## config.mk

```make
export PLATFORM = sky130hd
export DESIGN_NAME = seq_serializer
export DESIGN_NICKNAME = d
export VERILOG_FILES = /design/src/rtl/seq_pkg.sv /design/src/rtl/seq_hold_reg.sv /design/src/rtl/seq_serializer.sv
export SDC_FILE = /design/constraint.sdc
export NUM_CORES = 1
export LEC_CHECK = 0
export ABC_AREA = 1
export CAP_MARGIN = 0
export CELL_PAD_IN_SITES_DETAIL_PLACEMENT = 0
export CELL_PAD_IN_SITES_GLOBAL_PLACEMENT = 1
export CORE_MARGIN = 4
export CORE_UTILIZATION = 38
export DETAILED_ROUTE_END_ITERATION = 7
export PLACE_DENSITY_LB_ADDON = 0.1
export SLEW_MARGIN = 20
export SYNTH_ARGS = -nofsm -noshare
export SYNTH_HDL_FRONTEND = slang
export SYNTH_SLANG_ARGS = --single-unit
export TNS_END_PERCENT = 30
```

## constraint.sdc

```tcl
create_clock -name clk -period 1.46 [get_ports clk]
set_input_delay 0.146 -clock clk [delete_from_list [all_inputs] [get_ports clk]]
set_output_delay 0.146 -clock clk [all_outputs]
set_load 0.005 [all_outputs]
```

## src/rtl/seq_pkg.sv

```systemverilog
`default_nettype none
// ============================================================================
// seq_pkg : shared types and constants for the serial sequence front end
// Revision: 1.0
// ============================================================================
package seq_pkg;

    typedef enum logic [0:0] {
        IDLE  = 1'b0,
        SHIFT = 1'b1
    } state_t;

    localparam int DEFAULT_WIDTH = 8;

    localparam bit BIT_MSB_FIRST = 1'b0;
    localparam bit BIT_LSB_FIRST = 1'b1;

endpackage
`default_nettype wire

```

## src/rtl/seq_hold_reg.sv

```systemverilog
`default_nettype none
// ============================================================================
// seq_hold_reg : one-entry valid/data holding register with load/unload
// Revision: 1.0
// ============================================================================
module seq_hold_reg
    import seq_pkg::*;
#(
    parameter int WIDTH = DEFAULT_WIDTH
) (
    input  logic             clk,
    input  logic             reset,
    input  logic             load,
    input  logic             unload,
    input  logic [WIDTH-1:0] load_data,
    output logic             full,
    output logic [WIDTH-1:0] held_data
);

    // Load wins over unload; the owner never asks for both in one cycle.
    always_ff @(posedge clk or negedge reset) begin
        if (!reset) begin
            full      <= 1'b0;
            held_data <= '0;
        end else if (load) begin
            full      <= 1'b1;
            held_data <= load_data;
        end else if (unload) begin
            full      <= 1'b0;
        end
    end

endmodule
`default_nettype wire

```

## src/rtl/seq_serializer.sv

```systemverilog
`default_nettype none
// ============================================================================
// seq_serializer : parallel word to serial bit stream, gapless via hold reg
// Revision: 1.0
// ============================================================================
module seq_serializer
    import seq_pkg::*;
#(
    parameter int   WIDTH     = DEFAULT_WIDTH,
    parameter int   LSB_FIRST = 0,
    parameter logic IDLE_BIT  = 1'b0
) (
    input  logic             clk,
    input  logic             reset,
    input  logic [WIDTH-1:0] in_word,
    input  logic             in_valid,
    output logic             in_ready,
    output logic             data,
    output logic             data_valid,
    output logic             word_done,
    output logic             busy
);

    localparam int               CNT_W    = $clog2(WIDTH);
    localparam logic [CNT_W-1:0] CNT_LAST = CNT_W'(WIDTH - 1);

    state_t             state;
    state_t             state_nxt;
    logic [WIDTH-1:0]   shreg;
    logic [WIDTH-1:0]   shreg_nxt;
    logic [WIDTH-1:0]   shifted;
    logic [CNT_W-1:0]   bit_cnt;
    logic [CNT_W-1:0]   bit_cnt_nxt;
    logic               out_bit;
    logic               accept;
    logic               hold_full;
    logic               hold_load;
    logic               hold_unload;
    logic [WIDTH-1:0]   hold_data;

    generate
        if (LSB_FIRST == int'(BIT_LSB_FIRST)) begin : g_lsb_first
            assign shifted = {1'b0, shreg[WIDTH-1:1]};
            assign out_bit = shreg[0];
        end else begin : g_msb_first
            assign shifted = {shreg[WIDTH-2:0], 1'b0};
            assign out_bit = shreg[WIDTH-1];
        end
    endgenerate

    seq_hold_reg #(
        .WIDTH (WIDTH)
    ) u_hold (
        .clk       (clk),
        .reset     (reset),
        .load      (hold_load),
        .unload    (hold_unload),
        .load_data (in_word),
        .full      (hold_full),
        .held_data (hold_data)
    );

    assign in_ready   = !hold_full;
    assign accept     = in_valid && in_ready;
    assign data_valid = (state == SHIFT);
    assign word_done  = data_valid && (bit_cnt == '0);
    assign data       = data_valid ? out_bit : IDLE_BIT;
    assign busy       = data_valid || hold_full;

    always_ff @(posedge clk or negedge reset) begin
        if (!reset) begin
            state   <= IDLE;
            shreg   <= '0;
            bit_cnt <= '0;
        end else begin
            state   <= state_nxt;
            shreg   <= shreg_nxt;
            bit_cnt <= bit_cnt_nxt;
        end
    end

    always_comb begin
        state_nxt   = state;
        shreg_nxt   = shreg;
        bit_cnt_nxt = bit_cnt;
        hold_load   = 1'b0;
        hold_unload = 1'b0;
        case (state)
            IDLE: begin
                if (accept) begin
                    shreg_nxt   = in_word;
                    bit_cnt_nxt = CNT_LAST;
                    state_nxt   = SHIFT;
                end
            end
            SHIFT: begin
                if (bit_cnt != '0) begin
                    shreg_nxt   = shifted;
                    bit_cnt_nxt = bit_cnt - 1'b1;
                    hold_load   = accept;
                end else if (hold_full) begin
                    // Last bit: refill from hold first, so ordering is preserved.
                    shreg_nxt   = hold_data;
                    bit_cnt_nxt = CNT_LAST;
                    hold_unload = 1'b1;
                end else if (accept) begin
                    shreg_nxt   = in_word;
                    bit_cnt_nxt = CNT_LAST;
                end else begin
                    shreg_nxt   = '0;
                    state_nxt   = IDLE;
                end
            end
            default: begin
                state_nxt = IDLE;
            end
        endcase
    end

endmodule
`default_nettype wire

```

[Word level (Yosys, flattened, before mapping)]
Index checks and enable logic that the tools add are counted.
Word-level totals
  output and inout port bits: 5
  input bits: 11
  logic and storage cells: 36
  register bits: 21
Cells by class
  reduce and logical (&&, ||, !) cells: 7
  add/subtract/negate cells: 1
  bitwise gates (word level): 1
  equal/unequal tests: 1
  muxes and demuxes: 21
Operators by type and width (count)
  $mux 8: 4
  $pmux 8 s2: 1
  $mux 1: 11
  $mux 3: 3
  $pmux 3 s2: 1
  $logic_not 3->1: 1
  $reduce_bool 3->1: 1
  $sub 3x1->3 const B: 1
  $logic_and 1x1->1: 2
  $ne 2x2->1 const B: 1
  $pmux 1 s2: 1
  $reduce_bool 2->1: 1
  $logic_not 1->1: 1
  $logic_or 1x1->1: 1
  $not 1->1: 1

[Logic depth before layout (Yosys ltp)]
Gate-level depths: netlist of the first run.
  depth after elaboration: 6
  gate-level depth with buffers: 8

[Modules after synthesis]
A second synthesis of the first run with hierarchy kept.
Unflattened totals
  cell total of the unflattened synthesis: 165
  area, all modules: 1194.9 um^2
Modules (own cells, without submodules)
  seq_serializer: instances 1, area each 853.3 um^2, seq. area each 300.3 um^2, cells an instance 127
  seq_hold_reg: instances 1, area each 341.6 um^2, seq. area each 225.2 um^2, cells an instance 38

[Worst setup path after synthesis of the first run]
Ideal clock, no wire load.
  path type: reg-to-reg
  from: register bit_cnt[0]
  to: register bit_cnt[0]
  required time: 1.339 ns
  setup time: 0.121 ns
  path slack: 0.304 ns
  cell stages (with the launch flop): 8
  path buffers: 1
  arrival: 1.035 ns
  period minus slack after synthesis: 1.156 ns
  path through: dfrtp_1 > inv_1 > ha_1 > nand2_2 > nand2_2 > buf_6 > a21oi_1 > nand2_1
Between the ends
  longest elaborated chain between the ends: 4
RTL lines
  start, declared: RTL line seq_serializer.sv:32  | logic [CNT_W-1:0] bit_cnt;
  start signal, assigned: RTL line seq_serializer.sv:78  | bit_cnt <= bit_cnt_nxt;
  branches (longest 3 deep; another with $sub 3x1->3)
  $pmux 3 s2 *: RTL line seq_serializer.sv:88  | case (state)
  net bit_cnt_nxt[0]: RTL line seq_serializer.sv:33  | logic [CNT_W-1:0] bit_cnt_nxt;
Mark *: on every way through the listed nets, which the timed path passes.
A chain may end at the register's enable or synchronous reset.

[Worst setup path in the final report of the first run]
  from: register bit_cnt[0]
  to: register bit_cnt[2]
Between the ends
  longest elaborated chain between the ends: 3
RTL lines
  $sub 3x1->3 or $reduce_bool 3->1 (tied branches): RTL line seq_serializer.sv:99, seq_serializer.sv:97
  $mux 3 *: RTL line seq_serializer.sv:97  | if (bit_cnt != '0) begin
  $pmux 3 s2 *: RTL line seq_serializer.sv:88
  net bit_cnt_nxt[2]: RTL line seq_serializer.sv:33
Mark *: on every way through the listed nets, which the timed path passes. The rest lies on a longest branch.

==> impl_metrics.py, run 1 <==
metrics = {
    "setup_path": {
        "crit_slowest_cell": "sky130_fd_sc_hd__dfrtp_1",
        "path_buf_inv": 3,
        "critPathLaunchType": "flip-flop",
        "path_cells": "inv_2 > buf_4 > buf_4 > ha_1 > or2_2 > nand2_1 > nand2_1 > nand2_1",
        "cp.required_ns": 1.71,
        "cp_common_cell": "sky130_fd_sc_hd__nand2_1",
        "critPathTopFamily": "simple AND/OR/NAND/NOR gates",
        "timing.setup.critical_path_class": "reg -> reg",
        "worst_path_largest_cell_delay_ns": 0.38,
        "critPathLaunch": "bit_cnt[0]",
        "timing.rr.start": "bit_cnt[0]",
        "timing.critical_path.fanout_max": 2,
        "worstSetupEndpointType": "flip-flop",
        "worstPathArrival_ns": 1.63,
    },
    "cts": {
        "numClockSinks": 21,
        "numCtsBuffers": 3,
        "tritoncts": "done",
        "ctsRootBufferMaster": "sky130_fd_sc_hd__clkbuf_4",
        "clock_latency_reported_for_the_late_side_of_the_worst_skew_pair_ns": 0.30,
        "count_of_hold_buffers_inserted_by_post_cts_repair": 0,
        "cts.path.max_buffers": 2,
        "htree_num_levels": 1,
        "clk_pin_slew_ns": 0.12,
    },
    "synth": {
        "synth.distinct_cells": 18,
        "synthesis.instances": 148,
        "main_area_contributors_after_synthesis": "sky130_fd_sc_hd__dfrtp_1 47%, sky130_fd_sc_hd__nand2_1 22%, sky130_fd_sc_hd__nand3_1 11%",
        "netlist_area_um2": 1110,
        "synth.ff_latch_count": 21,
        "yosys_warnings": 0,
        "synthDominantCellAreaShare_pct": 47.2,
        "synth_nets": 161,
        "average_instance_area_after_synthesis_um2": 7.52,
        "synth.largest_area_cell": "sky130_fd_sc_hd__dfrtp_1",
        "yosysSeqAreaShare_pct": 47.2,
    },
    "final_layout": {
        "antenna_cells": 0,
        "multiInputGateArea_um2": 518,
        "commonest_non_fill_non_tap_cell_in_the_layout": "sky130_fd_sc_hd__nand2_1",
        "finish.cell_count_without_fillers": 207,
        "sequential_cell_area_um2": 527,
        "final.fill_count": 290,
        "num-nets-final": 190,
        "flow.area_growth_from_synthesis_pct": 27.1,
        "drive_gt1_share_pct": 20.5,
        "most-common-layout-cells": "65 x sky130_fd_sc_hd__nand2_1, 25 x sky130_fd_sc_hd__nand3_1, 20 x sky130_fd_sc_hd__dfrtp_1",
    },
    "placement": {
        "dpl.hpwl_um": 1890,
        "pre_cts_slack_ns": -0.0409,
        "placed_cells": 199,
        "port-buffer-count": 15,
        "gpl.final_weighted_congestion": 0.782,
    },
    "route": {
        "detailroute.via_count": 1013,
        "finalWirelength_um": 2480,
        "wire_per_inst_um": 12.0,
        "viasPerCell": 4.89,
        "drt.antenna.violating_nets": 0,
        "initialDrtViolationCount": 65,
        "detailedRoute.firstPassIterationCount": 4,
        "drcViolationCount": 0,
    },
    "outcome": {
        "result_of_the_run": "finished, final reports clean",
    },
    "timing": {
        "worst_pin_slew_ns": 0.273,
        "worst_slack_ns": 0.0789,
        "period_needed_ns": 1.38,
        "final_number_of_hold_violating_endpoints": 0,
        "clock-skew-final_ns": 0.00343,
        "report.final.slew_viol_count": 0,
        "setup_violations": 0,
        "max_freq_mhz": 724,
        "whs_ns": 0.174,
        "rsz0062_at_grt": "false",
        "min_period_over_period_pct": 94.6,
        "maxSlewHeadroom_pct": 81.8,
    },
    "global_routing": {
        "antenna_found_initial": 0,
        "met1_usage_pct": 17.2,
        "wire_length_of_the_first_global_routing_pass_um": 4350,
        "grt-ovfl-total": 0,
        "grt_util_all_layers_pct": 13.8,
        "grt_max_degree": 22,
        "first_global_vias": 1005,
        "busiest_layer": "met2",
        "gr-usage-met3_pct": 4.50,
        "grt_util_met2_pct": 22.4,
    },
    "pwr": {
        "power.density_cell_area_nw_per_um2": 1710,
        "ir_drop_mv": 0.988,
        "leakagePower_nw": 0.745,
    },
    "floorplanning": {
        "die-area_um2": 3860,
        "start_util_pct": 40.0,
        "floorplan.io_pins": 16,
        "core_um2": 2780,
        "die-height_um": 62.1,
        "rows": 19,
        "floorplan.die.width_um": 62.1,
    },
    "min_path": {
        "holdCritPathClass": "in -> async",
    },
    "run": {
        "cap_viol_max_count": 0,
    },
}
## stage by stage
step | cell area (um^2) | setup TNS, ns | power [mW] | util (%)
3_5_place_dp | 1340 | -0.0409 | 2.10 | 48.1
2_1_floorplan | 1110 | 0 | 1.71 | -
5_1_grt | 1410 | 0 | 2.67 | 50.8
6_report | 1410 | 0 | 2.42 | 50.8
4_1_cts | 1390 | -0.0641 | 2.44 | 50.1
3_3_place_gp | 1340 | -0.0145 | 2.07 | 48.1
## where the power goes
group / internal, mW / switching [mW] / leakage [nW]
clock: 0.106 / 0.177 / 0.0150
combinational: 0.533 / 0.657 / 0.471
sequential: 0.817 / 0.130 / 0.259
## cells by family (layout without fill, tap and decap cells)
kind of cell | count (synthesis) | count (layout) | share of synthesized area [%]
flip-flops | 21 | 21 | 47.2
adder cells (fa/ha/maj) | 2 | 2 | 2.25
buffers and inverters | 17 | 45 | 7.54
AO/OA/AOI/OAI | 5 | 5 | 2.25
AND/OR/NAND/NOR | 103 | 103 | 40.7
## cell type report
type	instances	area share, %
Inverter	12	3.54
Clock buffer	4	1.86
Tap cell	31	2.74
Sequential cell	21	37.3
Multi-Input combinational cell	110	36.6
Timing Repair Buffer	29	18.0
## flip-flops by register name (all words and copies together), names as in the netlist
register          cells
data_valid            1
bit_cnt               3
u_hold.held_data      8
u_hold.full           1
shreg                 8
## layer usage
layer | part of all wire (%) | wire length [um] | vias to the layer above
met3 | 4.0 | 98 | 2
met1 | 46 | 1150 | 471
met5 | 0 | 0 | -
met4 | 0.97 | 24 | 0
li1 | - | - | 524
met2 | 49 | 1210 | 16
## worst paths after layout
kind                                             to  depth (start not counted)  slack [ns]
worst max-delay path                     bit_cnt[2]                          8        0.08
worst min-delay path            u_hold.held_data[3]                          2        0.17
worst max register to register           bit_cnt[2]                          8        0.08
worst min register to register  u_hold.held_data[7]                          2        0.49
max in group asynchronous                data_valid                          2        1.05
min in group clk                u_hold.held_data[4]                          3        0.41
## synth_stat cells
library cell / number
sky130_fd_sc_hd__nand2_1: 65
sky130_fd_sc_hd__nand3_1: 25
sky130_fd_sc_hd__dfrtp_1: 21
sky130_fd_sc_hd__inv_1: 6
sky130_fd_sc_hd__inv_2: 6
sky130_fd_sc_hd__nor2_1: 5
sky130_fd_sc_hd__nand2_2: 4
sky130_fd_sc_hd__a21oi_1: 3
sky130_fd_sc_hd__buf_4: 3
sky130_fd_sc_hd__ha_1: 2
sky130_fd_sc_hd__buf_2: 1
sky130_fd_sc_hd__buf_6: 1
sky130_fd_sc_hd__nor2_2: 1
sky130_fd_sc_hd__nor2_8: 1
sky130_fd_sc_hd__nor3b_1: 1
sky130_fd_sc_hd__o21ai_0: 1
sky130_fd_sc_hd__o21ai_1: 1
sky130_fd_sc_hd__or2_2: 1
## repair_timing
item                       in CTS  in global routing
setup buffers                   1                  3
pin swaps                       1                  1
resized for setup              15                  3
setup endpoints to repair       6                  2
Note: power is estimated with default switching activity, not from simulation.
==> run 2, diff against run 1 <==
--- a/config.mk
+++ b/config.mk
@@ -11,6 +11,7 @@
 export CELL_PAD_IN_SITES_GLOBAL_PLACEMENT = 1
 export CORE_MARGIN = 4
 export CORE_UTILIZATION = 38
+export CTS_CLUSTER_SIZE = 40
 export DETAILED_ROUTE_END_ITERATION = 7
 export PLACE_DENSITY_LB_ADDON = 0.1
 export SLEW_MARGIN = 20
==> results of run 2 <==
Same layout as run 1: the final DEF is identical, and so are final timing and power.
==> run 3, diff against run 2 <==
--- a/config.mk
+++ b/config.mk
@@ -9,10 +9,11 @@
 export CAP_MARGIN = 0
 export CELL_PAD_IN_SITES_DETAIL_PLACEMENT = 0
 export CELL_PAD_IN_SITES_GLOBAL_PLACEMENT = 1
-export CORE_MARGIN = 4
+export CORE_MARGIN = 8
 export CORE_UTILIZATION = 38
 export CTS_CLUSTER_SIZE = 40
 export DETAILED_ROUTE_END_ITERATION = 7
+export HOLD_SLACK_MARGIN = 0.1
 export PLACE_DENSITY_LB_ADDON = 0.1
 export SLEW_MARGIN = 20
 export SYNTH_ARGS = -nofsm -noshare
==> impl_metrics.py, run 3 (synthesis gave the netlist of run 1 again) <==
metrics = {
    "cts": {
        "clk_pin_slew_ns": 0.13,
        "cts.path.max_buffers": 2,
        "tritoncts": "done",
        "clock_latency_reported_for_the_late_side_of_the_worst_skew_pair_ns": 0.31,
        "htree_num_levels": 1,
        "ctsRootBufferMaster": "sky130_fd_sc_hd__clkbuf_4",
        "numCtsBuffers": 3,
        "numClockSinks": 21,
    },
    "route": {
        "drcViolationCount": 0,
        "detailroute.via_count": 1024,
        "detailedRoute.firstPassIterationCount": 4,
        "viasPerCell": 4.95,
        "initialDrtViolationCount": 49,
        "finalWirelength_um": 2580,
        "drt.antenna.violating_nets": 0,
        "wire_per_inst_um": 12.5,
    },
    "floorplanning": {
        "die-area_um2": 4910,
        "start_util_pct": 40.0,
        "die-height_um": 70.1,
        "floorplan.die.width_um": 70.1,
        "rows": 19,
        "floorplan.io_pins": 16,
        "core_um2": 2780,
    },
    "timing": {
        "min_period_over_period_pct": 93.8,
        "period_needed_ns": 1.37,
        "max_freq_mhz": 730,
        "setup_violations": 0,
        "worst_pin_slew_ns": 0.279,
        "whs_ns": 0.157,
        "report.final.slew_viol_count": 0,
        "clock-skew-final_ns": 0.00546,
        "maxSlewHeadroom_pct": 81.4,
        "final_number_of_hold_violating_endpoints": 0,
    },
    "setup_path": {
        "timing.setup.critical_path_class": "reg -> out",
        "rr_worst_depth": 9,
        "reg2reg_setup_slack_ns": 0.13,
        "worstPathArrival_ns": 1.22,
        "cp.required_ns": 1.31,
        "critPathLaunchType": "flip-flop",
        "worstSetupEndpointType": "primary output",
        "timing.critical_path.fanout_max": 3,
        "reg2reg_end": "u_hold.held_data[3]",
        "timing.rr.start": "bit_cnt[0]",
    },
    "pwr": {
        "power.density_cell_area_nw_per_um2": 1730,
        "total_power_mw": 2.46,
        "ir_drop_mv": 1.07,
        "leakagePower_nw": 0.752,
    },
    "placement": {
        "dpl.hpwl_um": 1930,
        "dpl_cell_area_um2": 1340,
        "gpl.final_weighted_congestion": 0.729,
        "port-buffer-count": 15,
    },
    "min_path": {
        "holdCritPathClass": "in -> async",
    },
    "global_routing": {
        "grt-ovfl-total": 0,
        "wire_length_of_the_first_global_routing_pass_um": 4630,
        "first_global_vias": 1061,
        "grt_max_degree": 22,
        "antenna_found_initial": 0,
        "grt_util_all_layers_pct": 11.2,
    },
    "final_layout": {
        "drive_gt1_share_pct": 20.5,
        "most-common-layout-cells": "64 x sky130_fd_sc_hd__nand2_1, 25 x sky130_fd_sc_hd__nand3_1, 21 x sky130_fd_sc_hd__dfrtp_1",
        "largest_registers": "shreg: 8 flops, u_hold.held_data: 8 flops, bit_cnt: 3 flops",
        "num-nets-final": 190,
        "flow.area_growth_from_synthesis_pct": 27.8,
        "antenna_cells": 0,
        "final_design_area_no_fill_um2": 1420,
        "commonest_non_fill_non_tap_cell_in_the_layout": "sky130_fd_sc_hd__nand2_1",
    },
    "run": {
        "cap_viol_max_count": 0,
    },
    "outcome": {
        "result_of_the_run": "finished, final reports clean",
    },
}
==> run 3: changes by cell type in the layout (fill, tap and decap cells not counted) <==
cell and delta:
sky130_fd_sc_hd__inv_2 +1, sky130_fd_sc_hd__nand2_2 -1, sky130_fd_sc_hd__nand2_1 -1, sky130_fd_sc_hd__dfrtp_2 -1, sky130_fd_sc_hd__nand2_4 +2, sky130_fd_sc_hd__inv_4 -1
sky130_fd_sc_hd__dlygate4sd2_1 +1, sky130_fd_sc_hd__dfrtp_1 +1, sky130_fd_sc_hd__clkdlybuf4s15_1 -1
==> run 3: metal layers <==
| metal | global-route usage (%) | routed length (um) | up-vias | part of all wire, % |
|---|---|---|---|---|
| li1 | - | - | 521 | - |
| met1 | 13.4 | 1200 | 472 | 47 |
| met2 | 19.0 | 1220 | 27 | 47 |
| met3 | 2.26 | 128 | 4 | 5.0 |
| met4 | 4.69 | 31 | 0 | 1.2 |
| met5 | 0 | 0 | - | 0 |
==> run 3: stage by stage <==
| step | utilization (%) | instances | TNS, ns | setup WS [ns] |
|---|---|---|---|---|
| final | 51.1 | 207 | 0 | 0.0900 |
| after global routing | 51.1 | 207 | -0.00405 | -0.00356 |
| after CTS | 49.9 | 205 | -0.104 | -0.104 |
| after detailed placement | 48.1 | 199 | -0.0478 | -0.0478 |
| after global placement | 48.1 | 199 | -0.0219 | -0.0219 |
| after floorplan | - | 148 | 0 | 0.304 |
==> run 3: worst max path at each step <==
stage               depth (start not counted)       start          to  slack (ns)
finish                                      4  data_valid        busy        0.09
global route                                5  bit_cnt[0]   word_done      -0.004
CTS                                         2  data_valid  data_valid       -0.10
detailed placement                          5  bit_cnt[0]   word_done       -0.05
global placement                            5  bit_cnt[0]   word_done       -0.02
floorplan                                   7  bit_cnt[0]  bit_cnt[0]        0.30
==> run 3: layout make-up <==
type	instances	area (um^2)
timing repair buffer	29	253
fill	290	1360
inverter	12	47.5
multi-input combinational	110	531
sequential	21	526
clock buffer	4	26.3
tap	31	38.8
==> run 3: timing repair <==
| item | 4_1_cts | 5_1_grt |
|---|---|---|
| setup endpoints to repair | 5 | 9 |
| pin swaps | 1 | 1 |
| resized for setup | 13 | 5 |
| setup buffers | 2 | 2 |
| hold buffers | 0 | 0 |
| cloned | 0 | 0 |
==> run 3: critical path, stage by stage (launching register included) <==
cell	delay, ns
sky130_fd_sc_hd__dfrtp_1	0.40
sky130_fd_sc_hd__buf_4	0.15
sky130_fd_sc_hd__inv_2	0.06
sky130_fd_sc_hd__nand2_1	0.05
sky130_fd_sc_hd__dlygate4sd2_1	0.26
==> run 3: power breakdown <==
group          internal, mW  switching (mW)
sequential            0.816           0.128
clock                 0.107           0.192
combinational         0.541           0.672
total                  1.46           0.992
